==> src/rtl/dpi_stream_sequencer.sv <==
// -----------------------------------------------------------------------------
// dpi_stream_sequencer
//
// Purpose
//   Walks one packet at a time from the ingress FIFO through a bank of
//   NUM_MATCH regex matcher wrappers. For each packet it:
//     - looks up whether the stream ID has been seen before,
//     - pulses load_state so every matcher restores its per-stream state
//       (or starts from state 0 when new_stream_id=1),
//     - streams the packet bytes on char_in/char_in_vld,
//     - waits for the matcher pipeline to drain, then pulses eop,
//     - captures fired & enable and offers it on the result port.
//   Exactly one packet is in flight. Ingress is back-pressured outside the
//   streaming window.
//
// Ports
//   clk, rst_n      clock; synchronous active-low reset
//   pkt_*           ingress byte stream (valid/ready); pkt_sid/pkt_en are
//                   qualified by pkt_sop
//   seen_clr        clears the seen-stream table (acted on in IDLE only)
//   load_state      1-cycle pulse to matchers at packet start
//   new_stream_id   1 when the stream ID was not in the seen table
//   stream_id       stream ID to matchers, stable from load_state to eop
//   char_in(_vld)   byte stream to matchers
//   eop             1-cycle pulse: matchers commit count/state
//   enable          per-category enable, stable from load_state to eop
//   fired           per-matcher match flags, sampled in the eop cycle
//   res_*           result handshake: res_sid, res_fired held until res_rdy
// -----------------------------------------------------------------------------
module dpi_stream_sequencer #(
  parameter int NUM_MATCH = 8,
  parameter int STREAM_W  = 6,
  parameter int LOAD_LAT  = 1,
  parameter int DRAIN_CYC = 4
) (
  input  logic                 clk,
  input  logic                 rst_n,
  input  logic                 pkt_vld,
  output logic                 pkt_rdy,
  input  logic [7:0]           pkt_data,
  input  logic                 pkt_sop,
  input  logic                 pkt_eop,
  input  logic [STREAM_W-1:0]  pkt_sid,
  input  logic [NUM_MATCH-1:0] pkt_en,
  input  logic                 seen_clr,
  output logic                 load_state,
  output logic                 new_stream_id,
  output logic [STREAM_W-1:0]  stream_id,
  output logic [7:0]           char_in,
  output logic                 char_in_vld,
  output logic                 eop,
  output logic [NUM_MATCH-1:0] enable,
  input  logic [NUM_MATCH-1:0] fired,
  output logic                 res_vld,
  input  logic                 res_rdy,
  output logic [STREAM_W-1:0]  res_sid,
  output logic [NUM_MATCH-1:0] res_fired
);

  localparam int         DEPTH      = 1 << STREAM_W;
  // Counters hold "cycles still to wait"; zero means the current cycle is the last one.
  localparam logic [7:0] LAT_INIT   = 8'(LOAD_LAT - 1);
  localparam logic [7:0] DRAIN_INIT = 8'(DRAIN_CYC - 1);

  typedef enum logic [2:0] {
    ST_IDLE   = 3'd0,
    ST_LOAD   = 3'd1,
    ST_GAP    = 3'd2,
    ST_STREAM = 3'd3,
    ST_DRAIN  = 3'd4,
    ST_EOP    = 3'd5,
    ST_RESULT = 3'd6
  } state_t;

  state_t           state_r;
  logic             rdy_r;        // ingress accept window open
  logic [7:0]       lat_cnt_r;
  logic [7:0]       drain_cnt_r;
  logic [DEPTH-1:0] seen_r;
  logic             drop_s;
  logic             accept_s;

  // A non-sop byte sitting at the FIFO head in IDLE is swallowed in the same
  // cycle, so misframed leftovers cannot wedge the ingress.
  assign drop_s   = rst_n & (state_r == ST_IDLE) & pkt_vld & ~pkt_sop;
  assign accept_s = rdy_r & pkt_vld;
  assign pkt_rdy  = rdy_r | drop_s;

  // Packet sequencing FSM with registered matcher-side and result outputs.
  always_ff @(posedge clk) begin
    if (!rst_n) begin
      state_r       <= ST_IDLE;
      rdy_r         <= 1'b0;
      lat_cnt_r     <= 8'd0;
      drain_cnt_r   <= 8'd0;
      seen_r        <= '0;
      load_state    <= 1'b0;
      new_stream_id <= 1'b0;
      stream_id     <= '0;
      char_in       <= 8'd0;
      char_in_vld   <= 1'b0;
      eop           <= 1'b0;
      enable        <= '0;
      res_vld       <= 1'b0;
      res_sid       <= '0;
      res_fired     <= '0;
    end else begin
      // Single-cycle strobes fall back to zero unless set below.
      load_state  <= 1'b0;
      char_in_vld <= 1'b0;
      eop         <= 1'b0;

      case (state_r)
        ST_IDLE: begin
          if (seen_clr) begin
            seen_r <= '0;
          end else if (pkt_vld && pkt_sop) begin
            // The sop beat is only peeked here; it is consumed once the
            // accept window opens so that its byte becomes the first char.
            state_r       <= ST_LOAD;
            load_state    <= 1'b1;
            new_stream_id <= ~seen_r[pkt_sid];
            stream_id     <= pkt_sid;
            enable        <= pkt_en;
            lat_cnt_r     <= LAT_INIT;
            // The accept window opens in the last cycle of the load latency,
            // so the first char_in_vld lands exactly LOAD_LAT after load_state.
            rdy_r         <= (LAT_INIT == 8'd0);
          end else begin
            state_r <= ST_IDLE;
          end
        end

        ST_LOAD, ST_GAP: begin
          if (lat_cnt_r == 8'd0) begin
            state_r <= ST_STREAM;
          end else begin
            state_r   <= ST_GAP;
            lat_cnt_r <= lat_cnt_r - 8'd1;
            rdy_r     <= (lat_cnt_r == 8'd1);
          end
        end

        ST_STREAM: begin
          state_r <= ST_STREAM;
        end

        ST_DRAIN: begin
          if (drain_cnt_r == 8'd0) begin
            state_r <= ST_EOP;
            eop     <= 1'b1;
          end else begin
            drain_cnt_r <= drain_cnt_r - 8'd1;
          end
        end

        ST_EOP: begin
          res_fired         <= fired & enable;
          res_sid           <= stream_id;
          res_vld           <= 1'b1;
          seen_r[stream_id] <= 1'b1;
          state_r           <= ST_RESULT;
        end

        ST_RESULT: begin
          if (res_rdy) begin
            res_vld <= 1'b0;
            state_r <= ST_IDLE;
          end else begin
            res_vld <= 1'b1;
          end
        end

        default: begin
          state_r <= ST_IDLE;
          rdy_r   <= 1'b0;
        end
      endcase

      // Accepted ingress beats override the state step above: the byte goes
      // out next cycle, and the final beat closes the window and starts the
      // drain count (DRAIN_CYC cycles from the last char_in_vld to eop).
      if (accept_s) begin
        char_in     <= pkt_data;
        char_in_vld <= 1'b1;
        if (pkt_eop) begin
          rdy_r       <= 1'b0;
          drain_cnt_r <= DRAIN_INIT;
          state_r     <= ST_DRAIN;
        end else begin
          rdy_r <= 1'b1;
        end
      end else begin
        char_in <= char_in;
      end
    end
  end

endmodule

==> config.mk <==
export PLATFORM = sky130hd
export DESIGN_NAME = dpi_stream_sequencer
export DESIGN_NICKNAME = d
export VERILOG_FILES = /design/src/rtl/dpi_stream_sequencer.sv
export SDC_FILE = /design/constraint.sdc
export NUM_CORES = 1
export LEC_CHECK = 0
export ABC_AREA = 1
export CAP_MARGIN = 0
export CORE_UTILIZATION = 41
export DETAILED_ROUTE_END_ITERATION = 8
export PLACE_DENSITY = 0.6
export SLEW_MARGIN = 20
export SYNTH_ARGS = -nofsm -noshare
export SYNTH_HDL_FRONTEND = slang
export SYNTH_SLANG_ARGS = --single-unit
==> constraint.sdc <==
create_clock -name clk -period 1.8 [get_ports clk]
set_input_delay 0.36 -clock clk [delete_from_list [all_inputs] [get_ports clk]]
set_output_delay 0.36 -clock clk [all_outputs]
set_load 0.1 [all_outputs]
==> results of run 1 <==
-- how the worst min path moves through the flow --
stage / from / end / slack, ps / cells past startpoint
2_1_floorplan: lat_cnt_r[0] / lat_cnt_r[0] / 440 / 1
3_3_place_gp: lat_cnt_r[0] / lat_cnt_r[0] / 450 / 1
3_5_place_dp: lat_cnt_r[0] / lat_cnt_r[0] / 460 / 1
4_1_cts: lat_cnt_r[0] / lat_cnt_r[0] / 470 / 1
5_1_grt: fired[6] / res_fired[6] / 510 / 3
6_report: lat_cnt_r[1] / lat_cnt_r[1] / 480 / 2
-- flip-flops by register name (all words and copies together) (netlist names) --
name	flops
char_in	8
char_in_vld	1
drain_cnt_r	8
enable	8
eop	1
lat_cnt_r	8
load_state	1
new_stream_id	1
rdy_r	1
res_fired	8
res_sid	6
res_vld	1
seen_r	64
state_r	3
stream_id	6
-- cells in the mapped netlist (all sizes together) --
cell | number | area share (%)
inv | 38 | 2.6
xor2 | 7 | 1.1
clkinv | 5 | 0.34
ha | 5 | 1.1
nor4 | 1 | 0.11
nand3 | 76 | 6.8
buf | 26 | 2.2
nand4 | 5 | 0.56
dfxtp | 125 | 45
clkbuf | 16 | 1.1
a31oi | 2 | 0.22
o21bai | 1 | 0.13
nand2 | 117 | 7.9
nor3 | 84 | 7.6
o21a | 1 | 0.13
or2 | 3 | 0.38
nor2 | 66 | 4.6
xnor2 | 2 | 0.31
a21oi | 164 | 15
o21ai | 35 | 3.2
-- logic make-up (layout without fill, tap and decap cells) --
family | count (synthesis) | count (layout) | synth area share, %
and+or+nand+nor | 352 | 352 | 27.9
AOI/OAI and AO/OA | 203 | 203 | 18.6
DFF | 125 | 125 | 44.7
buffers and inverters | 85 | 204 | 6.23
xor gates and xnor gates | 9 | 9 | 1.41
adders and majority gates | 5 | 5 | 1.12
-- stage by stage --
stage / area [µm²] / utilization [%] / TNS, ps / worst slack (ps)
2_1_floorplan: 5610 / - / -81.4 / -81.4
3_3_place_gp: 7270 / 54.7 / -59.9 / -59.9
3_5_place_dp: 7270 / 54.7 / -98.3 / -50.1
4_1_cts: 7910 / 59.5 / -7.26 / -7.26
5_1_grt: 7950 / 59.8 / -109 / -53.0
6_report: 7950 / 59.8 / 0 / 11.7
-- critical path, stage by stage, from the launching register on --
cell and delay (ps):
dfxtp_2 340, nor2_4 120, nand2_2 80, inv_4 60, nand3_2 50, o21ai_2 160
buf_12 190
-- cells in the final DEF, fill, tap and decap left out, types with 2 or more instances in the layout --
cell type        count
clkinv_4             3
o21ai_0             33
nor2_1              63
bufinv_16            3
clkbuf_16           17
nor3_1              83
nand2_2              2
inv_2                4
clkinv_1             5
clkinv_2             3
xor2_1               7
dfxtp_1            117
clkdlybuf4s50_1     36
nand3_1             75
nand4_1              5
buf_4               44
dfxtp_2              7
ha_1                 5
inv_4                2
a31oi_1              2
buf_12              49
clkinvlp_4           4
xnor2_1              2
nand2_1            115
inv_1               32
a21oi_1            162
nor2_4               3
-- routing by layer --
layer | wire length [µm] | share of wire (%)
met3 | 1160 | 7.0
met5 | 0 | 0
met4 | 349 | 2.1
met1 | 7200 | 43
met2 | 7980 | 48
-- power groups by stage --
stage,registers (µW),clock network [µW],logic [µW]
after floorplan,3790,0,1570
after global placement,3220,0,3190
after detailed placement,3230,0,3240
after CTS,3180,3520,3370
after global routing,3220,3660,3770
final,3190,3470,3520
-- final cells by class --
| class | count | share of cell area (%) |
|---|---|---|
| timing repair buffer | 129 | 21.0 |
| multi-input combinational | 569 | 34.9 |
| inverter | 43 | 2.09 |
| clock inverter | 14 | 2.14 |
| clock buffer | 18 | 5.40 |
| tap | 176 | 2.77 |
| sequential | 125 | 31.6 |
-- what timing repair did --
item | 4_1_cts | 5_1_grt
hold endpoints to repair | 0 | 0
gates resized for setup | 6 | 4
pin swaps | 3 | 4
buffers inserted | 4 | 3
setup endpoints to repair | 1 | 9
==> results.txt, run 1 <==
total grt overflow -> 0
DP Cell Count -> 1035
GP Congestion -> 0.872
CP Launch Type -> flop
critical path arrival -> 1430 ps
P_leak -> 0.00295 µW
DRT iter0 DRCs -> 369
R2R Setup Slk -> 50 ps
distinct cell type count after synthesis -> 32
Die ar. -> 14100 µm²
area grow syn2layout -> 42.0%
Achievable Freq -> 559 MHz
multi-input logic area -> 2780 µm²
Clock transition at path regs -> 50 ps
reg2reg end -> rdy_r
Final Slew Violations -> 0
Max VDD drop -> 0.000685 V
initial antenna violation count -> 0
status -> complete, no violations
Ports -> 79
Initial Util -> 42.1%
Seq pwr share -> 31.3%
headroom to the max-slew limit -> 71.3%
met1 usage -> 31.3%
Reg2Reg Depth -> 12
count of final hold-check violations -> 0
Pwr Total -> 10200 µW
largest net degree at the start of global routing -> 65
Max clock buf depth -> 2
warnings from Yosys -> 0
switching pwr -> 3750 µW
clock tree root driver cell -> clkbuf_16
fin crit share -> 99.4%
DR vias -> 5895
switching share of power -> 36.8%
Final ANT Viol Nets -> 0
clock latency on the worst-skew pair -> 430 ps
max_cap viols -> 0
Final Skew -> 10.8 ps
Final nets -> 927
CP max FO -> 4
syn_nets -> 821
worst min path class -> flop to flop
share of layout cells above drive strength 1 -> 16.7%
Detail Placement HPWL -> 11400 µm
FF+latch area -> 2510 µm²
Slew @ Worst Pin -> 426 ps
worst setup path end -> pkt_rdy
internal power -> 6430 µW
RR Startpoint -> state_r[0]
Synth Register Bits -> 125
CP required -> 1440 ps
H-tree depth -> 4
drt drc -> 0
port bufs -> 78
power per cell area -> 1280 nW/µm²
die width -> 119 µm
# setup viols final -> 0
Ant. Diodes -> 0
GRT Total Usage -> 24.5%
met2 usage -> 39.0%
CTS tree -> yes
register area share after synthesis -> 44.7%
unrepaired setup endpoints after global routing -> yes
GR peak layer -> met2
drt pass-1 iters -> 5
Clock Power Share -> 34.1%
WL final -> 16700 µm
Via-to-Cell Ratio -> 5.49
Mapped Cells -> 779
Hold-fix buffers, CTS -> 0
Fillers -> 1177
CTS Buf Count -> 17
Worst setup EP type -> output port
met3 Use GR -> 6.90%
vias in the first global route -> 5527
Logic pwr share -> 34.6%
clock sink count -> 125
drt wl/cell -> 15.5 µm
Crit. Startpoint -> state_r[1]
Die H -> 119 µm
synthesized area -> 5600 µm²
Syn Area/Cell -> 7.19 µm²
Cell Rows -> 42
hold slack -> 483 ps
global-route wire length before repair -> 27300 µm
post-route insts no fill -> 1074
Placeable Area -> 13300 µm²
Final Critical Period -> 1790 ps
CP Class -> flop to output port
(Power assumes the default switching activity.)
==> inputs of run 2 (changes only) <==
CORE_ASPECT_RATIO = 1.2   (was unset)
GPL_ROUTABILITY_DRIVEN = 1   (was unset)
==> results.txt, run 2 (synthesis gave the netlist of run 1 again) <==
status -> finished, violations left
violated checks -> setup timing
DP Cell Count -> 1026
CTS tree -> yes
met1 usage -> 29.4%
critical path arrival -> 1490 ps
DR vias -> 5853
Setup WS pre-CTS -> -82.4 ps
Final Slew Violations -> 0
WL final -> 16900 µm
CTS Buf Count -> 17
Ports -> 79
Initial Util -> 42.1%
multi-input logic area -> 2800 µm²
H-tree depth -> 4
commonest cells after routing, fill and taps aside -> a21oi_1 (161), dfxtp_1 (116), nand2_1 (114)
Max VDD drop -> 0.00127 V
drt wl/cell -> 15.8 µm
GP Congestion -> 0.891
Via-to-Cell Ratio -> 5.48
Final Critical Period -> 1850 ps
CP required -> 1440 ps
DRT iter0 DRCs -> 570
Layout Utilization -> 60.5%
Placeable Area -> 13300 µm²
Most flops, register -> seen_r
power per cell area -> 1290 nW/µm²
Die ar. -> 14100 µm²
CP Launch Type -> flop
total grt overflow -> 0
GR peak layer -> met2
unrepaired setup endpoints after global routing -> yes
clock sink count -> 125
headroom to the max-slew limit -> 72.2%
Final ANT Viol Nets -> 0
Setup TNS -> -46.2 ps
max reg flops -> 64
Cell Rows -> 46
worst min path class -> flop to flop
P_leak -> 0.00299 µW
met2 usage -> 42.9%
post-route insts no fill -> 1068
Die H -> 130 µm
vias in the first global route -> 5621
Ant. Diodes -> 0
drt pass-1 iters -> 6
commonest non-fill, non-tap cell in the layout -> a21oi_1
Hold-fix buffers, CTS -> 0
clock tree root driver cell -> clkbuf_16
area grow syn2layout -> 43.7%
Max clock buf depth -> 2
Slew @ Worst Pin -> 412 ps
met3 Use GR -> 5.44%
drt drc -> 0
die width -> 109 µm
Final Skew -> 8.80 ps
CP Class -> flop to output port
# setup viols final -> 1
fin crit share -> 103%
share of layout cells above drive strength 1 -> 17.4%
Achievable Freq -> 542 MHz
Final nets -> 929
FF+latch area -> 2520 µm²
global-route wire length before repair -> 27400 µm
CP max FO -> 4
count of final hold-check violations -> 0
clock latency on the worst-skew pair -> 410 ps
Clock transition at path regs -> 60 ps
Fillers -> 1166
GRT Total Usage -> 24.8%
Detail Placement HPWL -> 11400 µm
Worst setup EP type -> output port
max_cap viols -> 0
largest net degree at the start of global routing -> 65
port bufs -> 78
hold slack -> 478 ps
initial antenna violation count -> 0
Final Worst Setup Slack -> -46.2 ps
[run 2: cell types whose count changed in the layout (fill, tap and decap cells not counted), moves of 2 or more]
cell     change
nand2_4      +2
buf_12       +2
buf_6        +3
buf_4        -3
[run 2: path summary, 6_finish.rpt]
path                              startpoint             end  slack [ps]  cells past startpoint
worst max-delay path              state_r[1]         pkt_rdy         -50                      6
worst min-delay path            lat_cnt_r[0]    lat_cnt_r[0]         480                      1
worst max register to register    state_r[1]  drain_cnt_r[7]         130                     12
worst min register to register  lat_cnt_r[0]    lat_cnt_r[0]         480                      1
[run 2: cell type report]
class | count | area share (%)
clock buffers | 18 | 5.46
clock inverters | 14 | 2.38
inverters | 43 | 2.10
multi-input cells | 569 | 34.8
flip-flops and latches | 125 | 31.3
well taps | 168 | 2.61
repair buffers | 131 | 21.4
[run 2: timing repair]
action,4_1_cts,5_1_grt
pin swaps,3,7
setup endpoints to repair,1,6
setup buffers,6,5
resized for setup,5,15
[run 2: metal layers]
layer | vias to the layer above | part of all wire, % | wire length [µm]
met2 | 208 | 50 | 8420
met3 | 39 | 6.0 | 1020
met1 | 2714 | 42 | 7050
li1 | 2892 | - | -
met5 | - | 0 | 0
met4 | 0 | 2.4 | 404
[run 2: critical path: stages, from the launching register on]
cell	delay, ps
dfxtp_4	360
nor2_4	150
nand2_4	80
inv_4	70
nand3_2	60
o21ai_2	160
buf_12	190
[run 2: through the flow]
step / power (µW) / instance area, µm²
after floorplan: 5360 / 5610
after global placement: 6420 / 7270
after detailed placement: 6490 / 7270
after CTS: 10300 / 7960
after global routing: 10900 / 8050
final: 10400 / 8050
[run 2: where the power goes]
part,internal [µW],switching [µW],leakage (µW)
clock network,2350,1290,0.000298
logic,1330,2240,0.00168
registers,2970,216,0.00101
total,6660,3740,0.00299
==> inputs of run 3 (changes only) <==
ABC_CLOCK_PERIOD_IN_PS = 1800   (was unset)
==> results of run 3 <==
The final DEF is identical to that of run 2; final timing and power are the same.
